### config.mk
export PLATFORM = sky130hd
export DESIGN_NAME = mult_div_unit
export DESIGN_NICKNAME = d
export VERILOG_FILES = /design/src/rtl/mult_div_unit.sv
export SDC_FILE = /design/constraint.sdc
export NUM_CORES = 1
export LEC_CHECK = 0
export CAP_MARGIN = 0
export CORE_MARGIN = 10
export CORE_UTILIZATION = 26
export CTS_CLUSTER_DIAMETER = 30
export DETAILED_ROUTE_END_ITERATION = 16
export GPL_ROUTABILITY_DRIVEN = 0
export GPL_TIMING_DRIVEN = 0
export SETUP_SLACK_MARGIN = 0.1
export SLEW_MARGIN = 10
export SYNTH_ARGS = -nofsm -noshare
export SYNTH_HDL_FRONTEND = slang
export SYNTH_SLANG_ARGS = --single-unit
### constraint.sdc
create_clock -name clk -period 6.44 [get_ports clk]
set_input_delay 0.644 -clock clk [delete_from_list [all_inputs] [get_ports clk]]
set_output_delay 0.644 -clock clk [all_outputs]
set_load 0.1 [all_outputs]
### src/rtl/mult_div_unit.sv
// Multi-cycle WIDTH-bit multiply/divide unit: shift-add multiply and restoring divide,
// one bit per RUN cycle, with a final sign-fixup cycle before the HI/LO result is presented.
module mult_div_unit #(
    parameter int WIDTH = 8
) (
    input  logic             clk,
    input  logic             reset,
    input  logic             start,
    input  logic [1:0]       op,
    input  logic [WIDTH-1:0] operand_a,
    input  logic [WIDTH-1:0] operand_b,
    output logic             busy,
    output logic             done,
    output logic [WIDTH-1:0] hi,
    output logic [WIDTH-1:0] lo,
    output logic             div_by_zero
);

    localparam int CW = (WIDTH > 1) ? $clog2(WIDTH) : 1;
    localparam logic [CW-1:0] LAST = CW'(WIDTH - 1);

    typedef enum logic [1:0] {
        S_IDLE,
        S_RUN,
        S_FIX,
        S_DONE
    } state_t;

    localparam logic [1:0] OP_MULT = 2'b10;
    localparam logic [1:0] OP_DIV  = 2'b11;

    state_t           r_state;
    state_t           w_next;
    logic [CW-1:0]    r_cnt;
    logic [1:0]       r_op;
    logic             r_sign_a;
    logic             r_sign_b;
    logic [WIDTH-1:0] r_mag_a;
    logic [WIDTH-1:0] r_mag_b;
    logic [WIDTH-1:0] r_orig_a;
    logic [WIDTH-1:0] r_acc_hi;
    logic [WIDTH-1:0] r_acc_lo;
    logic [WIDTH-1:0] r_hi;
    logic [WIDTH-1:0] r_lo;
    logic             r_dbz;

    logic             w_accept;
    logic             w_is_div;
    logic             w_neg_a;
    logic             w_neg_b;
    logic [WIDTH-1:0] w_mag_a;
    logic [WIDTH-1:0] w_mag_b;
    logic [WIDTH:0]   w_sum;
    logic [WIDTH:0]   w_shift;
    logic [WIDTH:0]   w_diff;
    logic             w_fits;
    logic [WIDTH-1:0] w_step_hi;
    logic [WIDTH-1:0] w_step_lo;
    logic [2*WIDTH-1:0] w_prod;
    logic [WIDTH-1:0] w_fix_hi;
    logic [WIDTH-1:0] w_fix_lo;
    logic             w_b_zero;

    assign w_accept = start && (r_state == S_IDLE || r_state == S_DONE);
    assign w_is_div = r_op[0];

    // Signed ops run on magnitudes; the most-negative value maps to its unsigned magnitude.
    assign w_neg_a = op[1] & operand_a[WIDTH-1];
    assign w_neg_b = op[1] & operand_b[WIDTH-1];
    assign w_mag_a = w_neg_a ? -operand_a : operand_a;
    assign w_mag_b = w_neg_b ? -operand_b : operand_b;

    assign w_sum   = {1'b0, r_acc_hi} + (r_acc_lo[0] ? {1'b0, r_mag_a} : '0);
    assign w_shift = {r_acc_hi, r_acc_lo[WIDTH-1]};
    assign w_diff  = w_shift - {1'b0, r_mag_b};
    assign w_fits  = ~w_diff[WIDTH];

    always_comb begin
        // NOTE: defaults first on every comb-assigned signal so no path can infer a latch.
        w_step_hi = r_acc_hi;
        w_step_lo = r_acc_lo;
        if (w_is_div) begin
            w_step_hi = w_fits ? w_diff[WIDTH-1:0] : w_shift[WIDTH-1:0];
            w_step_lo = {r_acc_lo[WIDTH-2:0], w_fits};
        end else begin
            w_step_hi = w_sum[WIDTH:1];
            w_step_lo = {w_sum[0], r_acc_lo[WIDTH-1:1]};
        end
    end

    assign w_b_zero = (r_mag_b == '0);

    always_comb begin
        w_prod   = {r_acc_hi, r_acc_lo};
        w_fix_hi = r_acc_hi;
        w_fix_lo = r_acc_lo;
        if (w_is_div) begin
            if (w_b_zero) begin
                w_fix_hi = r_orig_a;
                w_fix_lo = '1;
            end else begin
                w_fix_hi = (r_op == OP_DIV && r_sign_a) ? -r_acc_hi : r_acc_hi;
                w_fix_lo = (r_op == OP_DIV && (r_sign_a ^ r_sign_b)) ? -r_acc_lo : r_acc_lo;
            end
        end else begin
            if (r_op == OP_MULT && (r_sign_a ^ r_sign_b)) begin
                w_prod = -{r_acc_hi, r_acc_lo};
            end
            w_fix_hi = w_prod[2*WIDTH-1:WIDTH];
            w_fix_lo = w_prod[WIDTH-1:0];
        end
    end

    // NOTE: sequential state uses non-blocking assignments so every register samples pre-edge values.
    always_ff @(posedge clk or posedge reset) begin
        if (reset) r_state <= S_IDLE;
        else       r_state <= w_next;
    end

    always_comb begin
        w_next = r_state;
        case (r_state)
            S_IDLE: if (start) w_next = S_RUN;
            S_RUN:  if (r_cnt == LAST) w_next = S_FIX;
            S_FIX:  w_next = S_DONE;
            S_DONE: w_next = start ? S_RUN : S_IDLE;
            default: w_next = S_IDLE;
        endcase
    end

    always_comb begin
        busy = (r_state == S_RUN) || (r_state == S_FIX);
        done = (r_state == S_DONE);
    end

    always_ff @(posedge clk or posedge reset) begin
        if (reset) begin
            r_cnt    <= '0;
            r_op     <= '0;
            r_sign_a <= 1'b0;
            r_sign_b <= 1'b0;
            r_mag_a  <= '0;
            r_mag_b  <= '0;
            r_orig_a <= '0;
            r_acc_hi <= '0;
            r_acc_lo <= '0;
            r_hi     <= '0;
            r_lo     <= '0;
            r_dbz    <= 1'b0;
        end else if (w_accept) begin
            r_cnt    <= '0;
            r_op     <= op;
            r_sign_a <= w_neg_a;
            r_sign_b <= w_neg_b;
            r_mag_a  <= w_mag_a;
            r_mag_b  <= w_mag_b;
            r_orig_a <= operand_a;
            r_acc_hi <= '0;
            r_acc_lo <= op[0] ? w_mag_a : w_mag_b;
            r_dbz    <= 1'b0;
        end else if (r_state == S_RUN) begin
            r_cnt    <= r_cnt + 1'b1;
            r_acc_hi <= w_step_hi;
            r_acc_lo <= w_step_lo;
        end else if (r_state == S_FIX) begin
            r_hi  <= w_fix_hi;
            r_lo  <= w_fix_lo;
            r_dbz <= w_is_div & w_b_zero;
        end
    end

    assign hi          = r_hi;
    assign lo          = r_lo;
    assign div_by_zero = r_dbz;

endmodule

; ---- Yosys cells after proc, flatten, opt, wreduce, memory -nomap -nowiden
; Cells that the tools add are included.
[word_totals]
inputBits = 21
rom_bits = 0
memories = 0
elab_cells = 77
latch_bits = 0
register_bits = 66
ramBits = 0
out_inout_bits = 19
[classes]
n_bitwise = 7
shifts = 0
eq_ne = 9
div = 0
add_sub_neg = 8
n_lt_le_gt_ge = 0
multipliers = 0
n_reduce_logical = 13
n_mux = 27
[op_table]
columns = op, n
row1 = 8-bit 2-to-1 mux, 17
row2 = 8-bit negator, 4
row3 = 16-bit 2-to-1 mux, 1
row4 = 16-bit negator, 1
row5 = 8-bit by 8-bit adder with 9-bit output, 1
row6 = 9-bit by 8-bit subtractor with 9-bit output, 1
row7 = "2-bit equality test, second input constant", 4
row8 = 8-bit zero test, 1
row9 = 2-bit case mux with 4 select lines, 1
row10 = 3-bit 2-to-1 mux, 2
row11 = "2-bit != test, second input constant", 3
row12 = 1-bit logical AND, 4
row13 = 1-bit 2-to-1 mux, 4
row14 = 2-bit 2-to-1 mux, 2
row15 = 2-bit AND reduction, 2
row16 = 2-bit nonzero test, 2
row17 = "3-bit by 1-bit adder with 3-bit output, second input constant", 1
row18 = 1-bit bitwise AND, 3
row19 = "3-bit equality test, second input constant", 1
row20 = 1-bit inverter, 3
row21 = 3-bit AND reduction, 1
row22 = "2-bit by 1-bit equality test with 1-bit output, second input constant", 1
row23 = 2-bit zero test, 1
row24 = 1-bit logical OR, 2
row25 = 1-bit XOR, 1

; ---- Logic depth before layout (Yosys ltp)
; Gate-level depths: netlist (run 1).
[depth]
word_depth = 5
depth_mapped = 11
ltp_nobuf = 10

; ---- Least setup slack after synthesis (run 1)
; OpenSTA, ideal clock, no wires.
[synth_timing]
path_kind = register -> register
start = register r_acc_lo[0]
end = register r_acc_hi[5]
slack_ns = 3.932
path_buffers = 1
path_stages_with_launch = 11
period_less_slack_ns = 2.508
arrival_time_ns = 2.389
t_required_ns = 6.321
setup_time_ns = 0.119
cell_sequence = dfrtp_1 -> clkbuf_1 -> and2_1 -> ha_1 -> fa_1 -> a21o_1 -> a311o_1 -> a21oi_1 -> xnor2_1 -> o21ai_0 -> o21a_1
[synth_via]
elab_chain_len = 5
[synth_lines]
columns = item, line
row1 = from (decl), 42  ; logic [WIDTH-1:0] r_acc_lo;
row2 = from (signal assigned), 159  ; r_acc_lo <= op[0] ? w_mag_a : w_mag_b;
row3 = from (signal assigned), 164  ; r_acc_lo <= w_step_lo;
row4 = 8-bit 2-to-1 mux, 73  ; assign w_sum = {1'b0, r_acc_hi} + (r_acc_lo[0] ? {1'b0, r_mag_a} : '0);
row5 = 8-bit by 8-bit adder with 9-bit output, 73
row6 = 8-bit 2-to-1 mux, 82  ; if (w_is_div) begin
row7 = 8-bit 2-to-1 mux, 161  ; end else if (r_state == S_RUN) begin
row8 = 8-bit 2-to-1 mux, 150  ; end else if (w_accept) begin
row9 = to (signal assigned), 163  ; r_acc_hi <= w_step_hi;
row10 = to (decl), 41  ; logic [WIDTH-1:0] r_acc_hi;
; No other way between the ends. The select of a mux whose other input is x is not followed.
; A chain may end at the register's enable or synchronous reset.

; ---- Final worst setup path (run 1)
[layout_timing]
start = register r_state[1]
end = output busy
[layout_via]
elab_chain_len = 2
word_cells_on_any_way = 3
classes_between = 2 x eq/ne / 1 x reduce/logical
[layout_lines]
columns = item, line
row1 = from (decl), 32  ; state_t r_state;
row2 = from (signal assigned), 117  ; else r_state <= w_next;
row3 = 2-bit by 1-bit equality test with 1-bit output / 2-bit equality test (equally long branches), 132  ; busy = (r_state == S_RUN) || (r_state == S_FIX);
row4 = 1-bit logical OR *, 132
row5 = to (decl), 12  ; output logic busy,
; Mark *: on every way between the ends. The rest lies on a longest branch, timed or not.

==> qor.csv, run 1 <==
stage,metric,value,unit
run_status,status,finished clean,
cts,post-CTS setup buffer count,0,
flow_run,Max Cap Viol,0,
logic_synthesis,largest cells by area after synthesis,"dfrtp_1, ha_1, nand2_1",
route,WL final,13900,µm
floorplanning,full die area,23600,µm²
cts,Max H-tree Level,3,
timing,Slew @ Worst Pin,1.01,ns
layout,FILL cells,1846,
timing,Final setup viols,0,
floorplanning,num ports,40,
logic_synthesis,fraction of registers with async set or reset after synthesis,1.00,
global_routing,largest net degree at the start of global routing,44,
timing,Clock Skew,0.00629,ns
cts,Skew-Pair Late Insertion Delay,0.34,ns
route,drt first pass iters,5,
layout,"most common cell after layout, fill and taps aside",nand2_1,
logic_synthesis,syn_nets,613,
worst_setup_path,WS Path Type,flip-flop to output pin,
route,residual DRC count,0,
logic_synthesis,synth warn,0,
global_routing,initial antenna violation count,0,
placement,Post-DP HPWL,10700,µm
layout,Final #Nets,663,
timing,fmax,0.334,GHz
layout,Finished Cell Area,5620,µm²
cts,clk sink count,65,
cts,CTS tree,yes,
timing,Relative slew margins,0.323,
logic_synthesis,cell taking the most area after synthesis,dfrtp_1,
logic_synthesis,Seq cells post-synth,65,
layout,Final Instance Count excl. Fillers,842,
layout,layout cell share with drive strength beyond 1,0.0567,
global_routing,GRT Total Usage,0.116,
logic_synthesis,Syn Inst Count,563,
timing,Setup TNS Final,0,ns
cts,Max clock buf depth,2,
worst_hold_path,Worst Hold Class,flip-flop to flip-flop,
timing,Final Max Tran Viols,0,
floorplanning,Die Width,153,µm
logic_synthesis,Post-synth top flop,dfrtp_1,
worst_setup_path,CP startpoint kind,flip-flop,
cts,cts hold-fix bufs,0,
route,Via density,5.07,
logic_synthesis,synthesized area,4630,µm²
global_routing,vias in the first global route,4114,
worst_setup_path,Worst EP required,5.80,ns
route,Routed Antenna Nets,0,
logic_synthesis,Yosys top cell area share,0.351,
layout,area delta synth->final,21.3,%
worst_setup_path,critical path capture point type,output pin,
logic_synthesis,Mapped Avg Cell Area,8.23,µm²
cts,CTS root buf,clkbuf_16,
floorplanning,Core ar.,17400,µm²
route,routed len/inst,16.5,µm
layout,ANT cells,0,
worst_setup_path,worst-path fanout max,5,
cts,total CTS buffers,9,
timing,WHS,0.466,ns
timing,final hold vios,0,
route,initial DRC count,308,
placement,Post-DP Area,5320,µm²
cts,post-CTS sizing,0,
placement,Cells after DPL,827,
placement,port bufs,38,
global_routing,total congestion overflow,0,
floorplanning,row cnt,48,
timing,min cycle time layout,3.00,ns
logic_synthesis,synth unique cells,58,
timing,Tcrit/Tclk final,0.465,
worst_setup_path,Critical Path AT,2.35,ns
layout,most frequent cells in the layout,"nand2_1, dfrtp_1, o21ai_0, nor2_1, a21oi_1",
global_routing,first-pass GRT wire length,22300,µm
logic_synthesis,"Seq/Total Area, Yosys",0.351,
timing,RSZ-0062 raised after global routing,no,
floorplanning,Chip Height,153,µm
floorplanning,initial core utilization,0.267,
logic_synthesis,count of flip-flops with a built-in enable after synthesis,0,
route,DR vias,4271,
cts,"Clk pin slew, worst setup/hold paths",0.05,ns
==> synth_stat cells, drive strengths merged (2+ instances only) <==
library cell  instances
buf                   7
ha                   27
o22ai                 5
o311ai                4
o31ai                 3
inv                  30
nor3                 19
xnor2                25
or3                   2
o21a                  5
o211ai                5
mux2                  3
dfrtp                65
nand4                 2
o21ai                52
clkbuf               25
and3                  2
and2                 12
nor4                  8
a31oi                 7
xor2                  9
mux2i                20
a21oi                49
a21o                  9
nor2                 49
a31o                  2
nand2                74
nand3                10
o31a                  3
a211oi               10
nor2b                 3
fa                    2
==> per-layer routing <==
metal / routed length (µm) / part of all wire / vias to the layer above / global-route usage
met3: 803 / 0.058 / 16 / 0.0238
met4: 136 / 0.0098 / 0 / 0.0283
met1: 6730 / 0.48 / 2043 / 0.158
met5: 0 / 0 / - / 0
met2: 6270 / 0.45 / 129 / 0.182
li1: - / - / 2083 / -
==> final timing paths <==
path / from / end / slack [ns] / cells past startpoint
worst max-delay path: r_state[1] / busy / 3.44 / 3
worst min-delay path: r_mag_a[1] / r_mag_a[1] / 0.47 / 2
worst max register to register: r_acc_lo[7] / r_acc_hi[2] / 3.58 / 11
worst min register to register: r_mag_a[1] / r_mag_a[1] / 0.47 / 2
max in group asynchronous: reset / r_cnt[2] / 5.29 / 3
min in group asynchronous: reset / lo[3] / 0.62 / 2
==> registers in the layout (all words and copies together), names as in the netlist <==
| signal | flops |
|---|---|
| r_orig_a | 7 |
| hi | 8 |
| r_sign_a | 1 |
| r_mag_a | 8 |
| r_cnt | 3 |
| r_op | 2 |
| r_acc_lo | 8 |
| r_sign_b | 1 |
| r_state | 2 |
| div_by_zero | 1 |
| r_mag_b | 8 |
| r_acc_hi | 8 |
| lo | 8 |
==> kinds of logic after synthesis <==
family	share of synthesized area
multiplexers	0.0513
buffers and inverters	0.0540
AND/OR/NAND/NOR	0.181
XOR/XNOR	0.0643
AO/OA/AOI/OAI	0.217
flip-flops	0.351
adder cells (fa/ha/maj)	0.0816
==> metrics by stage <==
stage,setup slack (ns),util
5_1_grt,3.36,0.324
3_3_place_gp,2.87,0.305
4_1_cts,3.42,0.324
6_report,3.44,0.324
3_5_place_dp,3.41,0.307
2_1_floorplan,3.93,-
==> worst max-delay path, stage by stage (launching register included) <==
cell	delay [ns]
dfrtp_1	0.41
inv_1	0.10
ha_1	0.34
clkdlybuf4s50_1	1.16
==> area by class of cell <==
class / instances / area, µm² / share of cell area
Clock buffer: 10 / 239 / 0.0425
Inverter: 31 / 119 / 0.0212
Timing Repair Buffer: 39 / 408 / 0.0726
Clock inverter: 5 / 56.3 / 0.0100
Multi-Input combinational cell: 435 / 2760 / 0.490
Buffer: 32 / 134 / 0.0238
Tap cell: 225 / 282 / 0.0501
Sequential cell: 65 / 1630 / 0.289
Power of run 1 is left out: the tool's default activity adds up to more than one toggle a clock period on the data nets, which glitch-free logic cannot reach.
==> inputs of run 2 (changes only) <==
clock period = 2.4 ns   (was 6.44 ns; I/O delays follow)
==> qor.csv, run 2 (synthesis results as in run 1) <==
stage,metric,value,unit,change
global_routing,largest net degree at the start of global routing,62,,was 44
placement,Post-DP Area,5350,µm²,was 5320 µm²
cts,CTS tree,yes,,unchanged
timing,Final Max Tran Viols,0,,unchanged
worst_setup_path,WP buf/inv,1,,was 2
global_routing,initial antenna violation count,0,,unchanged
route,routed len/inst,16.4,µm,was 16.5 µm
floorplanning,full die area,23600,µm²,unchanged
cts,Skew-Pair Late Insertion Delay,0.35,ns,was 0.34 ns
worst_setup_path,"Cell Chain, Critical Path",clkbuf_8 > and2_4 > ha_4 > fa_2 > a21o_1 > a311o_1 > a21oi_2 > xnor2_1 > o21ai_1 > o21a_1,,was inv_1 > ha_1 > clkdlybuf4s50_1
worst_setup_path,Critical Path AT,2.69,ns,was 2.35 ns
layout,most frequent cells in the layout,"nand2_1, dfrtp_1, nor2_1",,"was nand2_1, dfrtp_1, o21ai_0, nor2_1, a21oi_1"
layout,FILL cells,1778,,was 1846
layout,area delta synth->final,28.7,%,was 21.3%
global_routing,GRT Total Usage,0.119,,was 0.116
layout,Finished Cell Area,5960,µm²,was 5620 µm²
worst_setup_path,slowest CP cell,dfrtp_1,,was clkdlybuf4s50_1
flow_run,Max Cap Viol,0,,unchanged
route,drt first pass iters,5,,unchanged
worst_setup_path,CP startpoint kind,flip-flop,,unchanged
route,WL final,14100,µm,was 13900 µm
route,Via density,5.03,,was 5.07
global_routing,vias in the first global route,4181,,was 4114
timing,final hold vios,0,,unchanged
layout,layout cell share with drive strength beyond 1,0.146,,was 0.0567
cts,total CTS buffers,9,,unchanged
run_status,status,finished with violations,,was finished clean
route,Routed Antenna Nets,0,,unchanged
worst_setup_path,worst-path fanout max,5,,unchanged
worst_setup_path,Max stage delay on crit path,0.38,ns,was 1.16 ns
global_routing,first-pass GRT wire length,22800,µm,was 22300 µm
floorplanning,Core ar.,17400,µm²,unchanged
worst_setup_path,critical path capture point type,flip-flop,,was output pin
timing,min cycle time layout,2.46,ns,
timing,Relative slew margins,0.330,,was 0.323
timing,Final setup viols,1,,was 0
cts,"Clk pin slew, worst setup/hold paths",0.06,ns,was 0.05 ns
worst_hold_path,Worst Hold Class,primary input to async pin,,was flip-flop to flip-flop
timing,Clock Skew,0.00855,ns,was 0.00629 ns
route,residual DRC count,0,,unchanged
worst_setup_path,WS Path Type,flip-flop to flip-flop,,was flip-flop to output pin
timing,Tcrit/Tclk final,1.02,,
global_routing,total congestion overflow,0,,unchanged
timing,fmax,0.407,GHz,
cts,Max clock buf depth,2,,unchanged
route,DR vias,4312,,was 4271
layout,ANT cells,0,,unchanged
floorplanning,Chip Height,153,µm,unchanged
route,initial DRC count,292,,was 308
floorplanning,row cnt,48,,unchanged
placement,port bufs,38,,unchanged
cts,CTS root buf,clkbuf_16,,unchanged
timing,Slew @ Worst Pin,1.00,ns,was 1.01 ns
floorplanning,initial core utilization,0.267,,unchanged
timing,RSZ-0062 raised after global routing,yes,,was no
layout,Final #Nets,677,,was 663
run_status,failing checks,negative setup slack,,
cts,Max H-tree Level,3,,unchanged
worst_setup_path,cell family with most CP delay,compound AO/OA/AOI/OAI gates,,was buffers and inverters
timing,Final Worst Setup Slack,-0.0583,ns,was 3.44 ns
worst_setup_path,Worst EP required,2.63,ns,was 5.80 ns
placement,Post-DP HPWL,10600,µm,was 10700 µm
timing,Setup TNS Final,-0.0583,ns,was 0 ns
floorplanning,num ports,40,,unchanged
floorplanning,Die Width,153,µm,unchanged
cts,clk sink count,65,,unchanged
layout,"most common cell after layout, fill and taps aside",nand2_1,,unchanged
==> run 2: final cells by class <==
class                   instances  area, µm²  area share
plain buffers                  32        158      0.0265
clock buffers                   9        225      0.0378
clock inverters                 7        103      0.0172
inverters                      31        123      0.0206
multi-input cells             435       2930       0.491
flip-flops and latches         65       1630       0.274
well taps                     225        282      0.0472
repair buffers                 53        513      0.0861
==> run 2: worst paths after layout <==
kind                            slack, ns  cells past startpoint           to   startpoint
worst max-delay path                -0.06                     10  r_acc_hi[5]  r_acc_lo[0]
worst min register to register       0.47                      2   r_mag_a[2]   r_mag_a[2]
worst max register to register      -0.06                     10  r_acc_hi[5]  r_acc_lo[0]
min in group clk                     0.43                      3      r_op[0]        op[0]
max in group asynchronous            1.75                      3  r_acc_hi[6]        reset
worst min-delay path                 0.11                      2  r_orig_a[3]        reset
==> run 2: metrics by stage <==
step	hold WS (ns)	std cells	setup slack, ns	util
6_report	0.113	857	-0.0583	0.343
2_1_floorplan	0.345	563	0.0330	-
3_5_place_dp	0.464	827	-0.302	0.308
5_1_grt	0.113	857	-0.142	0.343
3_3_place_gp	0.454	826	-0.735	0.307
4_1_cts	0.113	854	-0.0718	0.337
==> run 2: worst register-to-register path, stage by stage, from the launching register on <==
cell      delay (ns)
dfrtp_1         0.38
clkbuf_8        0.15
and2_4          0.16
ha_4            0.16
fa_2            0.34
a21o_1          0.18
a311o_1         0.37
a21oi_2         0.19
xnor2_1         0.14
o21ai_1         0.07
o21a_1          0.20
==> run 2: what timing repair did <==
| action | in CTS | in global routing |
|---|---|---|
| pin swaps | 10 | 11 |
| setup buffers | 11 | 3 |
| endpoints found under the setup margin | 30 | 60 |
| hold buffers | 0 | 0 |
| resized for setup | 31 | 26 |
==> run 2: per-layer routing <==
layer | wire length [µm] | up-vias | track usage
met5 | 0 | - | 0
met4 | 323 | 0 | 0.0477
met3 | 829 | 22 | 0.0292
met2 | 6140 | 138 | 0.176
met1 | 6790 | 2041 | 0.161
li1 | - | 2111 | -
Power of run 2 is left out for the same reason.
